===== src/rtl/uart_pkg.sv =====
// Shared types and register-map constants for the IO-bus UART blocks.
package uart_pkg;

   typedef enum logic [1:0] {IDLE, START, DATA, STOP} uart_tx_state_t;

   localparam int TXDATA_OFS = 0;
   localparam int STATUS_OFS = 4;

   localparam int FULL_B  = 0;
   localparam int EMPTY_B = 1;
   localparam int BUSY_B  = 2;
   localparam int OVR_B   = 3;
   localparam int CNT_LSB = 4;

endpackage


===== src/rtl/uart_tx_fifo.sv =====
// Small synchronous FIFO with occupancy count; a push is accepted when full
// only if a pop happens in the same cycle.
module uart_tx_fifo #(
   parameter int DEPTH = 8,
   parameter int WIDTH = 8
) (
   input  logic                     clk_i,
   input  logic                     rst_i,
   input  logic                     push_i,
   input  logic [WIDTH-1:0]         wdata_i,
   input  logic                     pop_i,
   output logic [WIDTH-1:0]         rdata_o,
   output logic                     full_o,
   output logic                     empty_o,
   output logic [$clog2(DEPTH):0]   count_o
);

   localparam int PW = $clog2(DEPTH);
   localparam logic [PW:0] FULL_CNT = (PW + 1)'(DEPTH);

   logic [WIDTH-1:0] mem_q [DEPTH];
   logic [PW-1:0]    wr_ptr_q, rd_ptr_q;
   logic [PW:0]      count_q;
   logic             do_push, do_pop;

   assign full_o  = (count_q == FULL_CNT);
   assign empty_o = (count_q == '0);
   assign do_pop  = pop_i && !empty_o;
   assign do_push = push_i && (!full_o || do_pop);

   // Pointers wrap naturally because DEPTH is a power of two.
   always_ff @(posedge clk_i) begin
      if (rst_i) begin
         wr_ptr_q <= '0;
         rd_ptr_q <= '0;
         count_q  <= '0;
      end else begin
         if (do_push) wr_ptr_q <= wr_ptr_q + 1'b1;
         if (do_pop)  rd_ptr_q <= rd_ptr_q + 1'b1;
         case ({do_push, do_pop})
            2'b10:   count_q <= count_q + 1'b1;
            2'b01:   count_q <= count_q - 1'b1;
            default: count_q <= count_q;
         endcase
      end
   end

   always_ff @(posedge clk_i) begin
      if (do_push) mem_q[wr_ptr_q] <= wdata_i;
   end

   assign rdata_o = mem_q[rd_ptr_q];
   assign count_o = count_q;

endmodule


===== src/rtl/iobus_uart_tx.sv =====
// Memory-mapped 8N1 UART transmitter on the OTTER IO bus: TXDATA store pushes
// a byte into the FIFO, STATUS reads/clears the sticky overrun flag.
import uart_pkg::*;

module iobus_uart_tx #(
   parameter int          CLK_HZ    = 50_000_000,
   parameter int          BAUD      = 115200,
   parameter int          DEPTH     = 8,
   parameter logic [31:0] BASE_ADDR = 32'h1100_0100
) (
   input  logic        CLK,
   input  logic        RST,
   input  logic [31:0] IOBUS_ADDR,
   input  logic [31:0] IOBUS_OUT,
   input  logic        IOBUS_WR,
   output logic [31:0] IO_RD_DATA,
   output logic        TXD
);

   localparam int DIVISOR = CLK_HZ / BAUD;
   localparam int BW      = $clog2(DIVISOR);
   localparam int CW      = $clog2(DEPTH) + 1;
   localparam logic [BW-1:0] BAUD_LAST = BW'(DIVISOR - 1);
   localparam logic [31:0]   TX_ADDR   = BASE_ADDR + 32'(TXDATA_OFS);
   localparam logic [31:0]   ST_ADDR   = BASE_ADDR + 32'(STATUS_OFS);

   uart_tx_state_t state_q, state_d;
   logic [BW-1:0]  baud_q, baud_d;
   logic [2:0]     bit_q, bit_d;
   logic [7:0]     shift_q, shift_d;
   logic           ovr_q, ovr_d;
   logic           txd_q, txd_d;
   logic           wr_tx, wr_st, pop, full, empty, busy, baud_tick;
   logic [7:0]     fifo_rdata;
   logic [CW-1:0]  count;
   logic [31:0]    status;
   logic           unused_data;

   assign unused_data = ^IOBUS_OUT[31:8];
   assign wr_tx       = IOBUS_WR && (IOBUS_ADDR == TX_ADDR);
   assign wr_st       = IOBUS_WR && (IOBUS_ADDR == ST_ADDR);
   assign pop         = (state_q == IDLE) && !empty;
   assign baud_tick   = (baud_q == BAUD_LAST);

   uart_tx_fifo #(.DEPTH(DEPTH), .WIDTH(8)) u_fifo (
      .clk_i   (CLK),
      .rst_i   (RST),
      .push_i  (wr_tx),
      .wdata_i (IOBUS_OUT[7:0]),
      .pop_i   (pop),
      .rdata_o (fifo_rdata),
      .full_o  (full),
      .empty_o (empty),
      .count_o (count)
   );

   always_ff @(posedge CLK) begin
      if (RST) begin
         state_q <= IDLE;
         baud_q  <= '0;
         bit_q   <= '0;
         ovr_q   <= 1'b0;
         txd_q   <= 1'b1;
      end else begin
         state_q <= state_d;
         baud_q  <= baud_d;
         bit_q   <= bit_d;
         ovr_q   <= ovr_d;
         txd_q   <= txd_d;
      end
   end

   always_ff @(posedge CLK) begin
      shift_q <= shift_d;
   end

   always_comb begin
      state_d = state_q;
      baud_d  = baud_q;
      bit_d   = bit_q;
      shift_d = shift_q;
      unique case (state_q)
         IDLE: begin
            if (!empty) begin
               state_d = START;
               baud_d  = '0;
               shift_d = fifo_rdata;
            end
         end
         START: begin
            if (baud_tick) begin
               state_d = DATA;
               baud_d  = '0;
               bit_d   = '0;
            end else begin
               baud_d = baud_q + 1'b1;
            end
         end
         DATA: begin
            if (baud_tick) begin
               baud_d  = '0;
               shift_d = shift_q >> 1;
               if (bit_q == 3'd7) state_d = STOP;
               else               bit_d   = bit_q + 1'b1;
            end else begin
               baud_d = baud_q + 1'b1;
            end
         end
         STOP: begin
            if (baud_tick) begin
               state_d = IDLE;
               baud_d  = '0;
            end else begin
               baud_d = baud_q + 1'b1;
            end
         end
         default: state_d = IDLE;
      endcase
   end

   // TXD is registered from the next state so the line changes on the same edge as the FSM.
   always_comb begin
      busy = (state_q != IDLE);
      case (state_d)
         START:   txd_d = 1'b0;
         DATA:    txd_d = shift_d[0];
         default: txd_d = 1'b1;
      endcase
   end

   always_comb begin
      ovr_d = ovr_q;
      if (wr_st)                      ovr_d = 1'b0;
      else if (wr_tx && full && !pop) ovr_d = 1'b1;
   end

   always_comb begin
      status                  = '0;
      status[FULL_B]          = full;
      status[EMPTY_B]         = empty;
      status[BUSY_B]          = busy;
      status[OVR_B]           = ovr_q;
      status[CNT_LSB +: 4]    = 4'(count);
   end

   assign IO_RD_DATA = (IOBUS_ADDR == ST_ADDR) ? status : 32'h0;
   assign TXD        = txd_q;

endmodule


===== config.mk =====
export PLATFORM = sky130hd
export DESIGN_NAME = iobus_uart_tx
export DESIGN_NICKNAME = d
export VERILOG_FILES = /design/src/rtl/uart_pkg.sv /design/src/rtl/uart_tx_fifo.sv /design/src/rtl/iobus_uart_tx.sv
export SDC_FILE = /design/constraint.sdc
export NUM_CORES = 1
export LEC_CHECK = 0
export BUFFER_PORTS_ARGS = -buffer_cell sky130_fd_sc_hd__buf_2
export CAP_MARGIN = 20
export CORE_MARGIN = 2
export CORE_UTILIZATION = 49
export DETAILED_ROUTE_END_ITERATION = 8
export GPL_ROUTABILITY_DRIVEN = 0
export PLACE_DENSITY = 0.76
export SYNTH_ARGS = -nofsm -noshare
export SYNTH_HDL_FRONTEND = slang
export SYNTH_HIERARCHICAL = 1
export SYNTH_SLANG_ARGS = --single-unit
export TNS_END_PERCENT = 100

===== constraint.sdc =====
create_clock -name CLK -period 2.9 [get_ports CLK]
set_clock_uncertainty 0.05 [all_clocks]
set_input_delay 0.145 -clock CLK [delete_from_list [all_inputs] [get_ports CLK]]
set_output_delay 0.145 -clock CLK [all_outputs]
set_load 0.01 [all_outputs]

Word-level counts from Yosys, hierarchy flattened. Memories as Yosys holds them, arrays and structs flattened. A register that Yosys moved wholly into a read port is not among the register bits. Cells that the tools add are included.

Reduce and logical (&&, ||, !) cells: 21. Equality and inequality tests: 16. Multiplexer cells: 23. $add $sub $neg: 6.

Operators by type and width (count): == test 32 x 29 -> 1 bit, second input constant (2); two-way mux 8 bit (3); two-way mux 9 bit (2); one-hot mux 9 bit (2 select lines) (1); one-hot mux 8 bit (2 select lines) (1); two-way mux 3 bit (5); two-way mux 2 bit (5); adder 3 x 1 -> 3 bit, second input constant (3); adder 9 x 1 -> 9 bit, second input constant (1); == test 9 bit, second input constant (1); == test 2 bit, second input constant (4); != test 2 bit, second input constant (4); one-hot mux 2 bit (4 select lines) (1); one-hot mux 4 bit (2 select lines) (1); nonzero test 2 bit (4); logical AND 1 bit (7); == test 2 x 1 -> 1 bit, second input constant (3); one-hot mux 3 bit (2 select lines) (1); adder 4 x 1 -> 4 bit, second input constant (1); == test 4 bit, second input constant (1); zero test 4 bit (1); AND reduction 4 bit (1); subtractor 4 x 1 -> 4 bit, second input constant (1); == test 3 bit, second input constant (1); other kinds (8) (11).

Bits in writable memories: 64. Register bits: 34. Memories: 1. Output and inout port bits: 33. Bits of input ports: 67.

Memory list: u_fifo.mem_q (words 8, width 8, read ports 1, clocked after Yosys merged registers in 1, wr ports 1, RTL line uart_tx_fifo.sv:21) `logic [WIDTH-1:0] mem_q [DEPTH];`.

Depth between registers and ports, before layout.
Depth in word-level cells: 8. Gate-level depth with buffers: 14.

By module. Netlist, hierarchy kept.

By module, submodules not included: uart_tx_fifo (cells each 176, area an instance 3203.1 µm², instances 1); iobus_uart_tx (cells each 168, area an instance 1476.4 µm², instances 1).

Least setup slack after synthesis. No wires, ideal clock.

Kind: flip-flop to flip-flop. Start point: register u_fifo.count_q[0], in the netlist u_fifo/count_o[0]. End point: memory u_fifo.mem_q[0][0] (enable). Setup time: 0.395 ns. Data arrival time: 2.564 ns. Period minus slack after synthesis: 3.009 ns. Stages on the path, launching flop included: 9. Slack: -0.109 ns. Path through: dfxtp_1 -> or3_1 -> buf_6 -> nor2_1 -> nor3_1 -> clkbuf_1 -> nand2b_1 -> o21ai_4 -> nor4_1.

Cells in the longest elaborated chain, start to end: 8. Elaborated cells between the ends (all ways): 10.

RTL lines: start, declared (RTL line uart_tx_fifo.sv:23) `logic [PW:0] count_q;`; start signal, assigned (RTL line uart_tx_fifo.sv:41) `2'b10: count_q <= count_q + 1'b1;`; start signal, assigned (RTL line uart_tx_fifo.sv:42) `2'b01: count_q <= count_q - 1'b1;`; start signal, assigned (RTL line uart_tx_fifo.sv:43) `default: count_q <= count_q;`; zero test 4 bit (RTL line uart_tx_fifo.sv:27) `assign empty_o = (count_q == '0);`; named net empty (RTL line iobus_uart_tx.sv:33) `logic wr_tx, wr_st, pop, full, empty, busy, baud_tick;`; zero test 1 bit (RTL line iobus_uart_tx.sv:42) `assign pop = (state_q == IDLE) && !empty;`; logical AND 1 bit (RTL line iobus_uart_tx.sv:42); named net pop (RTL line iobus_uart_tx.sv:33); logical AND 1 bit (RTL line uart_tx_fifo.sv:28) `assign do_pop = pop_i && !empty_o;`; logical OR 1 bit (RTL line uart_tx_fifo.sv:29) `assign do_push = push_i && (!full_o || do_pop);`; logical AND 1 bit (RTL line uart_tx_fifo.sv:29); two-way mux 1 bit (RTL line uart_tx_fifo.sv:49) `if (do_push) mem_q[wr_ptr_q] <= wdata_i;`; two-way mux 1 bit (implied by the code) (RTL line uart_tx_fifo.sv:49); end, declared (RTL line uart_tx_fifo.sv:21).

The timed path passes the listed nets, and every way through them passes these cells.

Final worst setup path.
Start point: register u_fifo.count_q[1], in the netlist u_fifo/count_o[1]. End point: register u_fifo.count_q[3], in the netlist u_fifo/count_o[3].

Cells in the longest elaborated chain, start to end: 8. Elaborated cells between the ends (all ways): 14.

RTL lines: zero test 4 bit (*) (RTL line uart_tx_fifo.sv:27); named net empty (RTL line iobus_uart_tx.sv:33); zero test 1 bit (*) (RTL line uart_tx_fifo.sv:28, iobus_uart_tx.sv:42); logical AND 1 bit (RTL line iobus_uart_tx.sv:42); logical AND 1 bit (*) (RTL line uart_tx_fifo.sv:28); logical OR 1 bit (RTL line uart_tx_fifo.sv:29); logical AND 1 bit (RTL line uart_tx_fifo.sv:29); == test 2 x 1 -> 1 bit / == test 2 bit (equally long branches) (RTL line uart_tx_fifo.sv:40) `case ({do_push, do_pop})`; one-hot mux 4 bit (2 select lines) / nonzero test 2 bit (equally long branches).

Mark *: on every way through the listed nets, which the timed path passes. The rest lies on a longest branch. A chain may end at the register's enable or synchronous reset.

==> flow_metrics.tcl <==
set metrics [dict create \
    status "finished clean" \
    vias 2847 \
    grt_max_degree 29 \
    final_antenna_net_count 0 \
    fp.dieH_um 102 \
    clock-root-buffer "clkbuf_8" \
    port_buffers 51 \
    wl_um 8180 \
    p_per_area_mw_per_mm2 458 \
    post-place-ws_ps 187 \
    overflow 0 \
    crit_type "flop to flop" \
    yosys_most_used_dff "edfxtp_1" \
    r2r_start "u_fifo/count_o[1]" \
    synth.yosys.seq_area_share 0.584 \
    worstPathArrival_ps 2850 \
    n_fill_cell 723 \
    slowest_delay_ps 460 \
    clockBufferDepth 2 \
    holdCritPathClass "input port to flop" \
    antenna_found_initial 0 \
    synthTopCellsByArea "edfxtp_1 (46%), dfxtp_1 (13%), mux4_1 (5.6%)" \
    avgSynthCellArea_um2 13.6 \
    rows 35 \
    hold_violations 0 \
    grt_use_met2 0.266 \
    numClockSinks 101 \
    cts_tree "done" \
    drt-initial-drc-count 104 \
    r2r_cells 11 \
    finalSetupViolCount 0 \
    postSynthCellCount 344 \
    max_freq_mhz 382 \
    grtUsageTotal 0.170 \
    worst_pin_slew_ps 905 \
    diodes 0 \
    cts_made_buffers 9 \
    vdd_drop_max_v 0.000413 \
    hold_ws_ps 36.2 \
    synth_top_area_frac 0.456 \
    synth_largest_area_cell "edfxtp_1" \
    p_leak_uw 0.00199 \
    cp_max_fo 8 \
    synth_commonest_cells "edfxtp_1 (71), nor2_1 (38), dfxtp_1 (30), buf_4 (24), and3_1 (11)" \
    grt_pass1_wl_um 13400 \
    gr-max-usage-layer "met2" \
    cts_htree_levels 3 \
    met1_usage 0.239 \
    startpoint_type "flop" \
    async_flop_share 0 \
    rrSetupSlack_ps 280 \
    drcViolationCount 0 \
    avgRoutedWirePerCell_um 14.9 \
    io_pins 100 \
    syn_to_final_growth_pct 13.5 \
    slew_violations 0 \
    relSlewSlack 0.395 \
    synth_area_mm2 0.00468 \
    clkLatencyLatePin_ps 360 \
    cts_setup_buffers 0 \
    synth.most_common_cell "edfxtp_1" \
    rsz0062_at_grt "false" \
    grtUsageMet3 0.0407 \
    cp_cell_sequence "or3_1 -> nor2_1 -> nor3_2 -> o21ai_2 -> or2_2 -> inv_1 -> ha_1 -> a21oi_2 -> nor4bb_1 -> o21bai_1 -> a31oi_1" \
    ys_ff_latch 101 \
    critPathSlowestCell "dfxtp_1" \
    crit_start "u_fifo/count_o[1]" \
    dr.pass1.iters 4 \
    synth_warnings 6 \
    cp.required_ps 3130 \
    coreArea_mm2 0.00924 \
    period_share 0.904 \
    finalCriticalPeriod_ps 2620 \
    drive_gt1_frac 0.257 \
    fp.dieW_um 102 \
    grt_pass1_vias 2732 \
    hpwlAfterDp_um 5610 \
    cap_violations 0 \
    via_per_inst 5.18 \
    cp-endpoint "u_fifo/count_o[3]" \
    nets 492 \
    dieArea_mm2 0.0103 \
    clkTransAtPathRegs_ps 90 \
    synth.distinct_cells 60 \
    synth-edff-count 71 \
    rr_endpoint "u_fifo/count_o[3]" \
    start_util 0.506 \
    fin_ws_ps 279 \
    fin_setup_tns_ps 0 \
    worst_setup_path_end_kind "flop" \
]
worst min-delay path by stage:
stage	startpoint	to	cells after the start
6_report	IOBUS_OUT[1]	u_fifo/mem_q[1][1]	1
5_1_grt	IOBUS_OUT[1]	u_fifo/mem_q[1][1]	1
4_1_cts	IOBUS_ADDR[2]	ovr_q	2
3_5_place_dp	IOBUS_WR	ovr_q	2
3_3_place_gp	IOBUS_WR	ovr_q	2
2_1_floorplan	RST	u_fifo/count_o[1]	1
where the power goes:
part | switching [µW] | internal, µW | total [µW]
Clock | 481 | 328 | 809
Combinational | 46.8 | 33.7 | 80.6
Sequential | 0.979 | 1540 | 1540
Total | 529 | 1900 | 2430
cell families (layout without fill, tap and decap cells):
family	after synthesis	in the layout	synth area share
AOI/OAI and AO/OA	43	43	0.0711
xor gates and xnor gates	8	8	0.0150
and+or+nand+nor	109	109	0.126
other	1	24	0.000801
adders and majority gates	9	9	0.0257
muxes	28	28	0.113
buffers and inverters	45	99	0.0644
DFF	101	101	0.584
registers in the layout, indices dropped and copies added, names as in the netlist, named ones only:
name / flops
u_fifo/wr_ptr_q: 3
state_q: 2
shift_q: 8
TXD: 1
bit_q: 3
ovr_q: 1
u_fifo/rd_ptr_q: 3
baud_q: 9
u_fifo/count_o: 4
u_fifo/mem_q: 64
layout by cell type, fill, tap and decap left out, drive strengths merged, types with 3 or more instances in the layout:
| cell type | count |
|---|---|
| and3 | 12 |
| buf | 69 |
| o21ai | 8 |
| nor4 | 6 |
| a22o | 6 |
| mux2 | 8 |
| dlygate4sd3 | 8 |
| conb | 24 |
| clkbuf | 11 |
| ha | 8 |
| inv | 9 |
| nand2b | 4 |
| xor2 | 5 |
| nor3b | 4 |
| edfxtp | 71 |
| nand2 | 10 |
| nor3 | 7 |
| o211ai | 3 |
| a311oi | 5 |
| nor4b | 3 |
| nor2 | 38 |
| a21oi | 8 |
| and2 | 4 |
| nand3 | 7 |
| nor2b | 4 |
| mux4 | 16 |
| mux2i | 4 |
| dfxtp | 30 |
| xnor2 | 3 |
area by class of cell:
cell class	instances	area (µm²)	area share
sequential	101	2730	0.514
multi-input combinational	221	1750	0.329
timing repair buffer	77	470	0.0886
tap	129	161	0.0304
clock buffer	11	131	0.0247
clock inverter	5	46.3	0.00872
inverter	6	22.5	0.00424
layer usage:
metal / part of all wire / up-vias / routed length [µm]
met5: 0 / - / 0
met3: 0.043 / 7 / 349
li1: - / 1409 / -
met2: 0.48 / 67 / 3950
met1: 0.46 / 1364 / 3790
met4: 0.010 / 0 / 84
per-stage QoR:
stage	utilization	total power, µW	instances	area [µm²]
2_1_floorplan	-	1630	367	4770
3_3_place_gp	0.547	1640	526	5050
3_5_place_dp	0.547	1650	526	5050
4_1_cts	0.574	2460	550	5310
5_1_grt	0.575	2520	550	5310
6_report	0.575	2430	550	5310
repair_timing:
action / 4_1_cts / 5_1_grt
gates resized for setup: 0 / 1
endpoints found under the hold margin: 57 / 0
setup endpoints to repair: 0 / 1
hold buffers: 8 / 0
worst max-delay path, delay by kind of cell (launching register included):
family / cells / cell delay, ps
flops: 1 / 460
compound gates: 4 / 600
buf+inv: 1 / 80
fa+ha+maj: 1 / 270
simple gates: 5 / 1080
No activity file was read; power rests on OpenSTA's default activity.
